<file path="src/rtl/pic_ram_loader_pkg.sv">
// Shared types and defaults for the picture RAM loader.
package pic_ram_loader_pkg;

  localparam int unsigned PIC_W_DEF   = 100;
  localparam int unsigned PIC_H_DEF   = 80;
  localparam int unsigned ADDR_W_DEF  = 13;
  localparam int unsigned TIMEOUT_DEF = 400000;
  localparam logic [7:0]  SYNC0_DEF   = 8'hA5;
  localparam logic [7:0]  SYNC1_DEF   = 8'h5A;

  typedef enum logic [2:0] {
    ST_IDLE = 3'd0,
    ST_SYNC = 3'd1,
    ST_LOAD = 3'd2,
    ST_DONE = 3'd3,
    ST_ERR  = 3'd4
  } state_e;

  // True when a w x h picture fits in a RAM of 2**aw entries.
  function automatic logic pic_fits(input int unsigned w, input int unsigned h,
                                    input int unsigned aw);
    return (64'(w) * 64'(h)) <= (64'(1) << aw);
  endfunction

endpackage

</file>
<file path="src/rtl/pic_ram_loader_if.sv">
// Byte stream input and picture RAM write port of the loader.
interface pic_ram_loader_if import pic_ram_loader_pkg::*; #(
  parameter int unsigned ADDR_W = ADDR_W_DEF
);
  logic [7:0]        rx_data;
  logic              rx_valid;
  logic              rx_ready;
  logic              wr_en;
  logic [ADDR_W-1:0] wr_addr;
  logic [7:0]        wr_data;
  logic              busy;
  logic              frame_done;
  logic              frame_err;
  logic [7:0]        frame_cnt;

  // Loader side.
  modport master (
    input  rx_data, rx_valid,
    output rx_ready, wr_en, wr_addr, wr_data, busy, frame_done, frame_err, frame_cnt
  );

  // Source / RAM / status side.
  modport slave (
    output rx_data, rx_valid,
    input  rx_ready, wr_en, wr_addr, wr_data, busy, frame_done, frame_err, frame_cnt
  );
endinterface

</file>
<file path="src/rtl/pic_ram_loader_gap_timer.sv">
// Counts idle cycles between accepted bytes; flags the last allowed idle cycle.
module gap_timer #(
  parameter int unsigned TIMEOUT = 16
) (
  input  logic clk,
  input  logic rst,
  input  logic i_clear,
  input  logic i_en,
  output logic o_tc_c
);
  localparam int unsigned CNT_W = (TIMEOUT > 1) ? $clog2(TIMEOUT) : 1;
  localparam logic [CNT_W-1:0] TC = CNT_W'(TIMEOUT - 1);

  logic [CNT_W-1:0] r_cnt;

  // Terminal count: this idle cycle is the TIMEOUT-th in a row.
  assign o_tc_c = (r_cnt == TC);

  // Idle-cycle counter, cleared by the loader, held at terminal count.
  always_ff @(posedge clk or posedge rst) begin
    if (rst) begin
      r_cnt <= '0;
    end else if (i_clear) begin
      r_cnt <= '0;
    end else if (i_en && !o_tc_c) begin
      r_cnt <= r_cnt + CNT_W'(1);
    end
  end
endmodule

</file>
<file path="src/rtl/pic_ram_loader.sv">
// Framed RGB332 byte stream to sequential picture RAM writes.
module pic_ram_loader import pic_ram_loader_pkg::*; #(
  parameter int unsigned PIC_W   = PIC_W_DEF,
  parameter int unsigned PIC_H   = PIC_H_DEF,
  parameter int unsigned ADDR_W  = ADDR_W_DEF,
  parameter int unsigned TIMEOUT = TIMEOUT_DEF,
  parameter logic [7:0]  SYNC0   = SYNC0_DEF,
  parameter logic [7:0]  SYNC1   = SYNC1_DEF
) (
  input  logic              clk,
  input  logic              rst,
  pic_ram_loader_if.master  bus
);
  localparam int unsigned NPIX = PIC_W * PIC_H;
  localparam logic [ADDR_W-1:0] LAST_IDX = ADDR_W'(NPIX - 1);

  if (!pic_fits(PIC_W, PIC_H, ADDR_W)) begin : g_size_check
    $error("pic_ram_loader: PIC_W*PIC_H does not fit in 2**ADDR_W");
  end

  state_e            r_state, w_state_next;
  logic              w_xfer, w_last, w_tc, w_timer_clr, w_timer_en, w_in_frame;
  logic [ADDR_W-1:0] r_idx;
  logic              r_rx_ready, r_wr_en, r_busy, r_frame_done, r_frame_err;
  logic [ADDR_W-1:0] r_wr_addr;
  logic [7:0]        r_wr_data, r_frame_cnt;

  assign w_xfer      = bus.rx_valid && r_rx_ready;
  assign w_last      = (r_idx == LAST_IDX);
  assign w_in_frame  = (r_state == ST_SYNC) || (r_state == ST_LOAD);
  assign w_timer_clr = w_xfer || !w_in_frame;
  assign w_timer_en  = !w_timer_clr;

  gap_timer #(.TIMEOUT(TIMEOUT)) u_gap_timer (
    .clk     (clk),
    .rst     (rst),
    .i_clear (w_timer_clr),
    .i_en    (w_timer_en),
    .o_tc_c  (w_tc)
  );

  // State register.
  always_ff @(posedge clk or posedge rst) begin
    if (rst) r_state <= ST_IDLE;
    else     r_state <= w_state_next;
  end

  // Header hunt, pixel load and one-cycle DONE/ERR; a transfer beats a timeout.
  always_comb begin
    w_state_next = r_state;
    unique case (r_state)
      ST_IDLE: begin
        if (w_xfer && (bus.rx_data == SYNC0)) w_state_next = ST_SYNC;
      end
      ST_SYNC: begin
        if (w_xfer) begin
          if (bus.rx_data == SYNC1)      w_state_next = ST_LOAD;
          else if (bus.rx_data == SYNC0) w_state_next = ST_SYNC;
          else                           w_state_next = ST_IDLE;
        end else if (w_tc) begin
          w_state_next = ST_ERR;
        end
      end
      ST_LOAD: begin
        if (w_xfer) begin
          if (w_last) w_state_next = ST_DONE;
        end else if (w_tc) begin
          w_state_next = ST_ERR;
        end
      end
      ST_DONE: w_state_next = ST_IDLE;
      ST_ERR:  w_state_next = ST_IDLE;
      default: w_state_next = ST_IDLE;
    endcase
  end

  // Datapath: pixel index, write port, handshake and status outputs.
  always_ff @(posedge clk or posedge rst) begin
    if (rst) begin
      r_idx        <= '0;
      r_rx_ready   <= 1'b1;
      r_wr_en      <= 1'b0;
      r_wr_addr    <= '0;
      r_wr_data    <= '0;
      r_busy       <= 1'b0;
      r_frame_done <= 1'b0;
      r_frame_err  <= 1'b0;
      r_frame_cnt  <= '0;
    end else begin
      r_rx_ready   <= !((w_state_next == ST_DONE) || (w_state_next == ST_ERR));
      r_busy       <= (w_state_next == ST_LOAD);
      r_wr_en      <= w_xfer && (r_state == ST_LOAD);
      r_frame_done <= (r_state == ST_DONE);
      r_frame_err  <= (r_state == ST_ERR);
      if (r_state == ST_DONE) r_frame_cnt <= r_frame_cnt + 8'd1;
      if (r_state != ST_LOAD) begin
        r_idx <= '0;
      end else if (w_xfer) begin
        r_wr_addr <= r_idx;
        r_wr_data <= bus.rx_data;
        r_idx     <= w_last ? '0 : r_idx + ADDR_W'(1);
      end
    end
  end

  assign bus.rx_ready   = r_rx_ready;
  assign bus.wr_en      = r_wr_en;
  assign bus.wr_addr    = r_wr_addr;
  assign bus.wr_data    = r_wr_data;
  assign bus.busy       = r_busy;
  assign bus.frame_done = r_frame_done;
  assign bus.frame_err  = r_frame_err;
  assign bus.frame_cnt  = r_frame_cnt;
endmodule
</file>
<file path="src/flat_wrapper.sv">
// flat-port wrapper written by rule: the top's interface ports become plain ports
module pic_ram_loader_flat import pic_ram_loader_pkg::*;
#(
  parameter int unsigned PIC_W   = PIC_W_DEF,
  parameter int unsigned PIC_H   = PIC_H_DEF,
  parameter int unsigned ADDR_W  = ADDR_W_DEF,
  parameter int unsigned TIMEOUT = TIMEOUT_DEF,
  parameter logic [7:0]  SYNC0   = SYNC0_DEF,
  parameter logic [7:0]  SYNC1   = SYNC1_DEF
)
  (clk, rst, bus_rx_data, bus_rx_valid, bus_rx_ready, bus_wr_en, bus_wr_addr, bus_wr_data, bus_busy, bus_frame_done, bus_frame_err, bus_frame_cnt);
  pic_ram_loader_if #(.ADDR_W(ADDR_W)) bus_i ();
  input  logic clk;
  input  logic rst;
  input wire logic [$bits(bus_i.rx_data)-1:0] bus_rx_data;
  input wire logic [$bits(bus_i.rx_valid)-1:0] bus_rx_valid;
  output wire logic [$bits(bus_i.rx_ready)-1:0] bus_rx_ready;
  output wire logic [$bits(bus_i.wr_en)-1:0] bus_wr_en;
  output wire logic [$bits(bus_i.wr_addr)-1:0] bus_wr_addr;
  output wire logic [$bits(bus_i.wr_data)-1:0] bus_wr_data;
  output wire logic [$bits(bus_i.busy)-1:0] bus_busy;
  output wire logic [$bits(bus_i.frame_done)-1:0] bus_frame_done;
  output wire logic [$bits(bus_i.frame_err)-1:0] bus_frame_err;
  output wire logic [$bits(bus_i.frame_cnt)-1:0] bus_frame_cnt;
  assign bus_i.rx_data = bus_rx_data;
  assign bus_i.rx_valid = bus_rx_valid;
  assign bus_rx_ready = bus_i.rx_ready;
  assign bus_wr_en = bus_i.wr_en;
  assign bus_wr_addr = bus_i.wr_addr;
  assign bus_wr_data = bus_i.wr_data;
  assign bus_busy = bus_i.busy;
  assign bus_frame_done = bus_i.frame_done;
  assign bus_frame_err = bus_i.frame_err;
  assign bus_frame_cnt = bus_i.frame_cnt;
  pic_ram_loader #(.PIC_W(PIC_W), .PIC_H(PIC_H), .ADDR_W(ADDR_W), .TIMEOUT(TIMEOUT), .SYNC0(SYNC0), .SYNC1(SYNC1)) u_core (.clk(clk), .rst(rst), .bus(bus_i));
endmodule
</file>
<file path="config.mk">
export PLATFORM = sky130hd
export DESIGN_NAME = pic_ram_loader_flat
export DESIGN_NICKNAME = d
export VERILOG_FILES = /design/src/rtl/pic_ram_loader_pkg.sv /design/src/rtl/pic_ram_loader_if.sv /design/src/rtl/pic_ram_loader_gap_timer.sv /design/src/rtl/pic_ram_loader.sv /design/src/flat_wrapper.sv
export SDC_FILE = /design/constraint.sdc
export NUM_CORES = 1
export LEC_CHECK = 0
export ABC_AREA = 1
export CAP_MARGIN = 25
export CORE_UTILIZATION = 59
export DETAILED_ROUTE_END_ITERATION = 12
export GPL_TIMING_DRIVEN = 0
export PLACE_DENSITY = 0.94
export SYNTH_ARGS = -nofsm -noshare
export SYNTH_HDL_FRONTEND = slang
export SYNTH_SLANG_ARGS = --single-unit
</file>
<file path="constraint.sdc">
create_clock -name clk -period 3.6 [get_ports clk]
set_input_delay 0.36 -clock clk [delete_from_list [all_inputs] [get_ports clk]]
set_output_delay 0.36 -clock clk [all_outputs]
set_load 0.1 [all_outputs]
</file>
==> run metrics, run 1 <==
Startpoint Class=register; CTS Buf Count=9; Peak VDD IR=0.584 mV; maximum clock path buffer count=2; Mapped Nets=404; P&R area growth vs syn=23.9%; ratio of final minimum period to clock period=65.6%; first-pass GRT wire length=13.0 mm; outcome=finished, final reports clean; number of standard cells after synthesis=390; Pwr Density=503 nW/um^2; worst min-delay path class=reg2reg; pre-CTS worst setup slack=1.61 ns; initial DRC count=178; Synth Register Bits=69; number of rows created at floorplan=26; DR WL/cell=14.8 um; # setup viols final=0; endpoint of the worst-slack reg-to-reg timing path=u_core.bus.rx_ready; maximum number of pins on one net before global-route repair=45; final hold viol count=0; number of max-cap violations=0; final weighted congestion in routability-driven placement=0.892; post-synthesis async set-or-reset flop share=100%; EDFF count, synth=0; worst rel slew slack=33.5%; clock transition at the register clock pins on the worst setup and hold paths after CTS=0.07 ns; final-layout fill cell count=318; DRC violations left=0; width of the chip=77.1 um; synthesized area divided by synthesized cell count=8.54 sq um; count of boundary I/O pins=45; Pleak=1.90 nW; most frequent standard cell in the layout excluding fill and tap cells=sky130_fd_sc_hd__nand2_1; kind of end point of the critical path=primary output; highest-count cells in the layout ignoring fill and taps=sky130_fd_sc_hd__nand2_1, sky130_fd_sc_hd__dfrtp_1, sky130_fd_sc_hd__inv_1; fmax=423 MHz; CP Cell Sequence=clkdlybuf4s50_1; kind of cell adding the most delay to the critical path=buffers and inverters; endpoint of the worst hold path=u_core.bus.frame_cnt[7]; Worst Path Required=3.24 ns; detailed placer's ending HPWL=5.28 mm; Total Routing Usage GR=28.3%; number of nets with antenna violations after detailed routing=0; H-tree depth=3; overall die area=5950 sq um; skew final=0.00985 ns; source of the worst hold timing path=u_core.bus.frame_cnt[7]; final worst path period need=2.36 ns; number of sinks driven by the clock tree=69; insertion delay of the later-clocked pin in the worst-skew pair=0.36 ns; setup fix buffers added after clock tree synthesis=0; global-route congestion overflow total=0; total wire length after detailed routing=7.73 mm; Setup TNS Final=0 ns; Via-to-Cell Ratio=5.51; clock tree root buffer cell=sky130_fd_sc_hd__clkbuf_8; final setup margin=1.24 ns; setup repair after global routing missed its margin=no; TritonCTS clock tree=built; setup slack, reg-to-reg=1.67 ns; proportion of synthesized chip area in sequential cells=51.9%; Cell Area, Synth=3330 sq um; pins over their slew limit=0; number of cells on the worst reg-to-reg path=12; hold path cells=1; number of gates resized after CTS=0; floorplan die height=77.1 um; antenna diode count=0; ratio of cells with drive above 1 in the final layout=11.3%; count of TritonRoute iterations in the first routing pass=6; vias post-DR=2873; Slew @ Worst Pin=0.994 ns; crit-path max cell delay=1.12 ns; effective utilization at floorplan=63.2%; critical-path cell with the highest stage delay=sky130_fd_sc_hd__clkdlybuf4s50_1; Final Net Count=460; Buf+Inv Stages, Crit Path=1; kind of critical path=reg2out; number of antenna violations at the first check in global routing=0; origin of the critical flop-to-flop path=u_core.u_gap_timer.r_cnt[1]; Synth warnings=0; Hold-fix buffers, CTS=0; core area=5270 sq um; worst endpoint data arrival time=2.00 ns; commonest register cell after synthesis=sky130_fd_sc_hd__dfrtp_1; vias in the first global route=2914; number of distinct standard cells referenced by the synthesized netlist=37; number of port buffers=44; critical path peak fanout=2
cells in the mapped netlist, types with 2 or more instances:
library cell / count / share of area (%)
sky130_fd_sc_hd__o211a_1: 2 / 0.60
sky130_fd_sc_hd__dfrtp_1: 68 / 51
sky130_fd_sc_hd__ha_1: 3 / 1.1
sky130_fd_sc_hd__nor3_1: 15 / 2.3
sky130_fd_sc_hd__xor2_1: 10 / 2.6
sky130_fd_sc_hd__inv_1: 50 / 5.6
sky130_fd_sc_hd__nand2_4: 2 / 0.68
sky130_fd_sc_hd__a21oi_1: 7 / 1.1
sky130_fd_sc_hd__o22ai_1: 4 / 0.75
sky130_fd_sc_hd__o21ai_2: 4 / 1.1
sky130_fd_sc_hd__xnor2_1: 4 / 1.1
sky130_fd_sc_hd__o31ai_1: 2 / 0.45
sky130_fd_sc_hd__nand4_1: 8 / 1.5
sky130_fd_sc_hd__inv_2: 3 / 0.34
sky130_fd_sc_hd__nor2_1: 30 / 3.4
sky130_fd_sc_hd__buf_6: 2 / 0.68
sky130_fd_sc_hd__a21oi_2: 4 / 1.1
sky130_fd_sc_hd__nand2_2: 5 / 0.94
sky130_fd_sc_hd__clkbuf_1: 2 / 0.23
sky130_fd_sc_hd__nor2_2: 5 / 0.94
sky130_fd_sc_hd__nand3_1: 20 / 3.0
sky130_fd_sc_hd__o21ai_1: 3 / 0.45
sky130_fd_sc_hd__nand2_1: 93 / 10
sky130_fd_sc_hd__o21ai_0: 31 / 4.7
area by class of cell:
| type | instances | area (sq um) | share of cell area (%) |
|---|---|---|---|
| Sequential cell | 69 | 1730 | 41.9 |
| Multi-Input combinational cell | 260 | 1340 | 32.5 |
| Timing Repair Buffer | 45 | 460 | 11.2 |
| Inverter | 55 | 213 | 5.15 |
| Clock buffer | 10 | 138 | 3.34 |
| Clock inverter | 6 | 110 | 2.67 |
| Tap cell | 70 | 87.6 | 2.12 |
| Buffer | 6 | 50.0 | 1.21 |
cell families (layout without fill, tap and decap cells):
kind of cell	after synthesis	after routing	share of synthesized area, %
XOR/XNOR	14	14	3.68
AO/OA/AOI/OAI	61	61	10.9
flip-flops	69	69	51.9
adder cells (fa/ha/maj)	3	3	1.13
AND/OR/NAND/NOR	182	182	24.5
buffers and inverters	61	122	7.89
through the flow:
| stage | cell area, sq um | hold WS [ns] | cells | power [mW] | utilization, % |
|---|---|---|---|---|---|
| floorplan | 3330 | 0.463 | 390 | 1.20 | - |
| global placement | 3860 | 0.460 | 504 | 1.30 | 73.2 |
| detailed placement | 3880 | 0.469 | 505 | 1.32 | 73.6 |
| CTS | 4130 | 0.491 | 521 | 2.09 | 78.3 |
| global route | 4130 | 0.504 | 521 | 2.14 | 78.3 |
| finish | 4130 | 0.481 | 521 | 2.08 | 78.3 |
report_power, final:
group | switching, mW | internal (mW)
Sequential | 0.0450 | 0.829
Combinational | 0.321 | 0.109
Clock | 0.296 | 0.477
flip-flops by register name, indices dropped and copies added (netlist names):
signal / cells
u_core.bus.frame_cnt: 8
u_core.bus.frame_done: 1
u_core.bus.wr_en: 1
u_core.r_idx: 13
u_core.bus.wr_addr: 13
u_core.bus.frame_err: 1
u_core.bus.wr_data: 8
u_core.bus.busy: 1
u_core.r_state: 3
u_core.bus.rx_ready: 1
u_core.u_gap_timer.r_cnt: 19
how the worst max path moves through the flow:
stage,cells past startpoint,startpoint,end,slack (ns)
2_1_floorplan,1,rst,u_core.bus.busy,1.50
3_3_place_gp,2,rst,u_core.bus.wr_addr[2],0.44
3_5_place_dp,1,u_core.bus.rx_ready,bus_rx_ready,1.61
4_1_cts,1,u_core.bus.rx_ready,bus_rx_ready,1.22
5_1_grt,1,u_core.bus.rx_ready,bus_rx_ready,1.20
6_report,1,u_core.bus.rx_ready,bus_rx_ready,1.24
layer usage:
layer,vias up,GRT usage (%),part of all wire [%]
met5,-,0,0
met4,0,11.5,2.1
met3,21,9.05,5.2
met2,96,48.1,51
met1,1391,32.9,41
li1,1365,-,-
(Power assumes the default switching activity.)
==> run 2, diff against run 1 <==
CORE_UTILIZATION = 55   (was 59)
PLACE_DENSITY = 0.89   (was 0.94)
clock period = 2.4 ns   (was 3.6 ns; I/O delays follow)
==> run 2 against run 1 <==
Net effect:
- critical path depth unchanged
- hold slack got worse by 0.22 ns
- combinational power increased by 49%
- die area increased by 7.1%
- clock-buffer cell count increased by 1
- non-clock buffer count unchanged
==> run metrics, run 2 (same netlist as run 1, synthesis figures left out) <==
setup fix buffers added after clock tree synthesis=0; total wire length after detailed routing=7.03 mm; Worst Path Required=2.16 ns; critical path peak fanout=2; width of the chip=79.8 um; CP Cell Sequence=clkdlybuf4s50_1; initial DRC count=183; number of max-cap violations=0; detailed placer's ending HPWL=5.02 mm; Buf+Inv Stages, Crit Path=1; crit-path max cell delay=1.12 ns; pins over their slew limit=0; worst endpoint data arrival time=1.99 ns; P&R area growth vs syn=22.3%; # setup viols final=0; Startpoint Class=register; most frequent standard cell in the layout excluding fill and tap cells=sky130_fd_sc_hd__nand2_1; number of rows created at floorplan=27; flip-flop count of the largest register after layout=19; DR WL/cell=13.4 um; number of sinks driven by the clock tree=69; final worst path period need=2.23 ns; number of antenna violations at the first check in global routing=0; vias in the first global route=2643; worst rel slew slack=33.8%; clock transition at the register clock pins on the worst setup and hold paths after CTS=0.07 ns; ratio of cells with drive above 1 in the final layout=11.1%; floorplan die height=79.8 um; kind of cell adding the most delay to the critical path=buffers and inverters; CTS Buf Count=9; setup repair after global routing missed its margin=no; highest-count cells in the layout ignoring fill and taps=sky130_fd_sc_hd__nand2_1, sky130_fd_sc_hd__dfrtp_1, sky130_fd_sc_hd__inv_1; ratio of final minimum period to clock period=92.8%; Total Routing Usage GR=24.6%; hold_ws=0.261 ns; final weighted congestion in routability-driven placement=0.868; maximum clock path buffer count=2; Final Net Count=460; DRC violations left=0; worst min-delay path class=in2async; Slew @ Worst Pin=0.990 ns; Pleak=1.88 nW; kind of end point of the critical path=primary output; count of TritonRoute iterations in the first routing pass=4; count of boundary I/O pins=45; Pwr Density=707 nW/um^2; overall die area=6370 sq um; antenna diode count=0; number of port buffers=44; skew final=0.00836 ns; first-pass GRT wire length=12.1 mm; TritonCTS clock tree=built; critical-path cell with the highest stage delay=sky130_fd_sc_hd__clkdlybuf4s50_1; Setup TNS Final=0 ns; vias post-DR=2789; number of gates resized after CTS=0; global-route congestion overflow total=0; H-tree depth=3; final hold viol count=0; effective utilization at floorplan=58.7%; outcome=finished, final reports clean; Via-to-Cell Ratio=5.33; Hold-fix buffers, CTS=0; register containing the most flip-flops in the final layout=u_core.u_gap_timer.r_cnt; fmax=449 MHz; kind of critical path=reg2out; Peak VDD IR=0.784 mV; core area=5680 sq um; insertion delay of the later-clocked pin in the worst-skew pair=0.35 ns; clock tree root buffer cell=sky130_fd_sc_hd__clkbuf_8; maximum number of pins on one net before global-route repair=46; number of nets with antenna violations after detailed routing=0
[run 2: changes by cell type in the layout (fill, tap and decap cells not counted)]
cell                         delta
sky130_fd_sc_hd__clkinvlp_4     -2
sky130_fd_sc_hd__clkinv_2       +3
sky130_fd_sc_hd__clkbuf_1       +1
sky130_fd_sc_hd__bufinv_16      -2
[run 2: worst paths after layout]
kind                       cells after the start                         from  slack [ns]                          end
max in group asynchronous                      3                          rst        1.53  u_core.u_gap_timer.r_cnt[8]
min                                            2                          rst        0.26      u_core.bus.frame_cnt[6]
max reg2reg                                    9  u_core.u_gap_timer.r_cnt[1]        0.59          u_core.bus.rx_ready
min reg2reg                                    1      u_core.bus.frame_cnt[7]        0.47      u_core.bus.frame_cnt[7]
min in group clk                               1      u_core.bus.frame_cnt[7]        0.47      u_core.bus.frame_cnt[7]
max                                            1          u_core.bus.rx_ready        0.17                 bus_rx_ready
[run 2: power by group]
part / switching [mW] / internal [mW]
logic: 0.477 / 0.163
clock network: 0.426 / 0.501
registers: 0.0691 / 1.24
[run 2: routing by layer]
| metal | up-vias | part of all wire, % | GRT usage [%] |
|---|---|---|---|
| li1 | 1372 | - | - |
| met1 | 1332 | 45 | 32.1 |
| met2 | 77 | 49 | 39.7 |
| met3 | 8 | 4.6 | 4.23 |
| met4 | 0 | 1.6 | 11.8 |
| met5 | - | 0 | 0 |
[run 2: stage by stage]
stage	instances	power [mW]	instance area, sq um	util [%]	setup slack, ns
after floorplan	390	1.80	3330	-	0.422
after global placement	506	1.96	3860	68.0	-0.618
after detailed placement	507	1.97	3880	68.4	0.534
after CTS	523	2.89	4070	71.8	0.163
after global routing	523	2.98	4070	71.8	0.147
final	523	2.88	4070	71.8	0.174
[run 2: worst reg2reg max path, delay by kind of cell, from the launching register on]
family / cells / cell delay, ns
DFF: 1 / 0.41
AOI/OAI and AO/OA: 1 / 0.31
and+or+nand+nor: 6 / 0.66
buffers and inverters: 1 / 0.11
adders and majority gates: 1 / 0.26
[run 2: area by class of cell]
| type | instances | area (sq um) |
|---|---|---|
| flip-flops and latches | 69 | 1730 |
| clock buffers | 11 | 141 |
| multi-input cells | 260 | 1340 |
| fillers | 396 | 1600 |
| inverters | 55 | 213 |
| plain buffers | 6 | 50.0 |
| clock inverters | 5 | 50.0 |
| well taps | 72 | 90.1 |
| repair buffers | 45 | 460 |
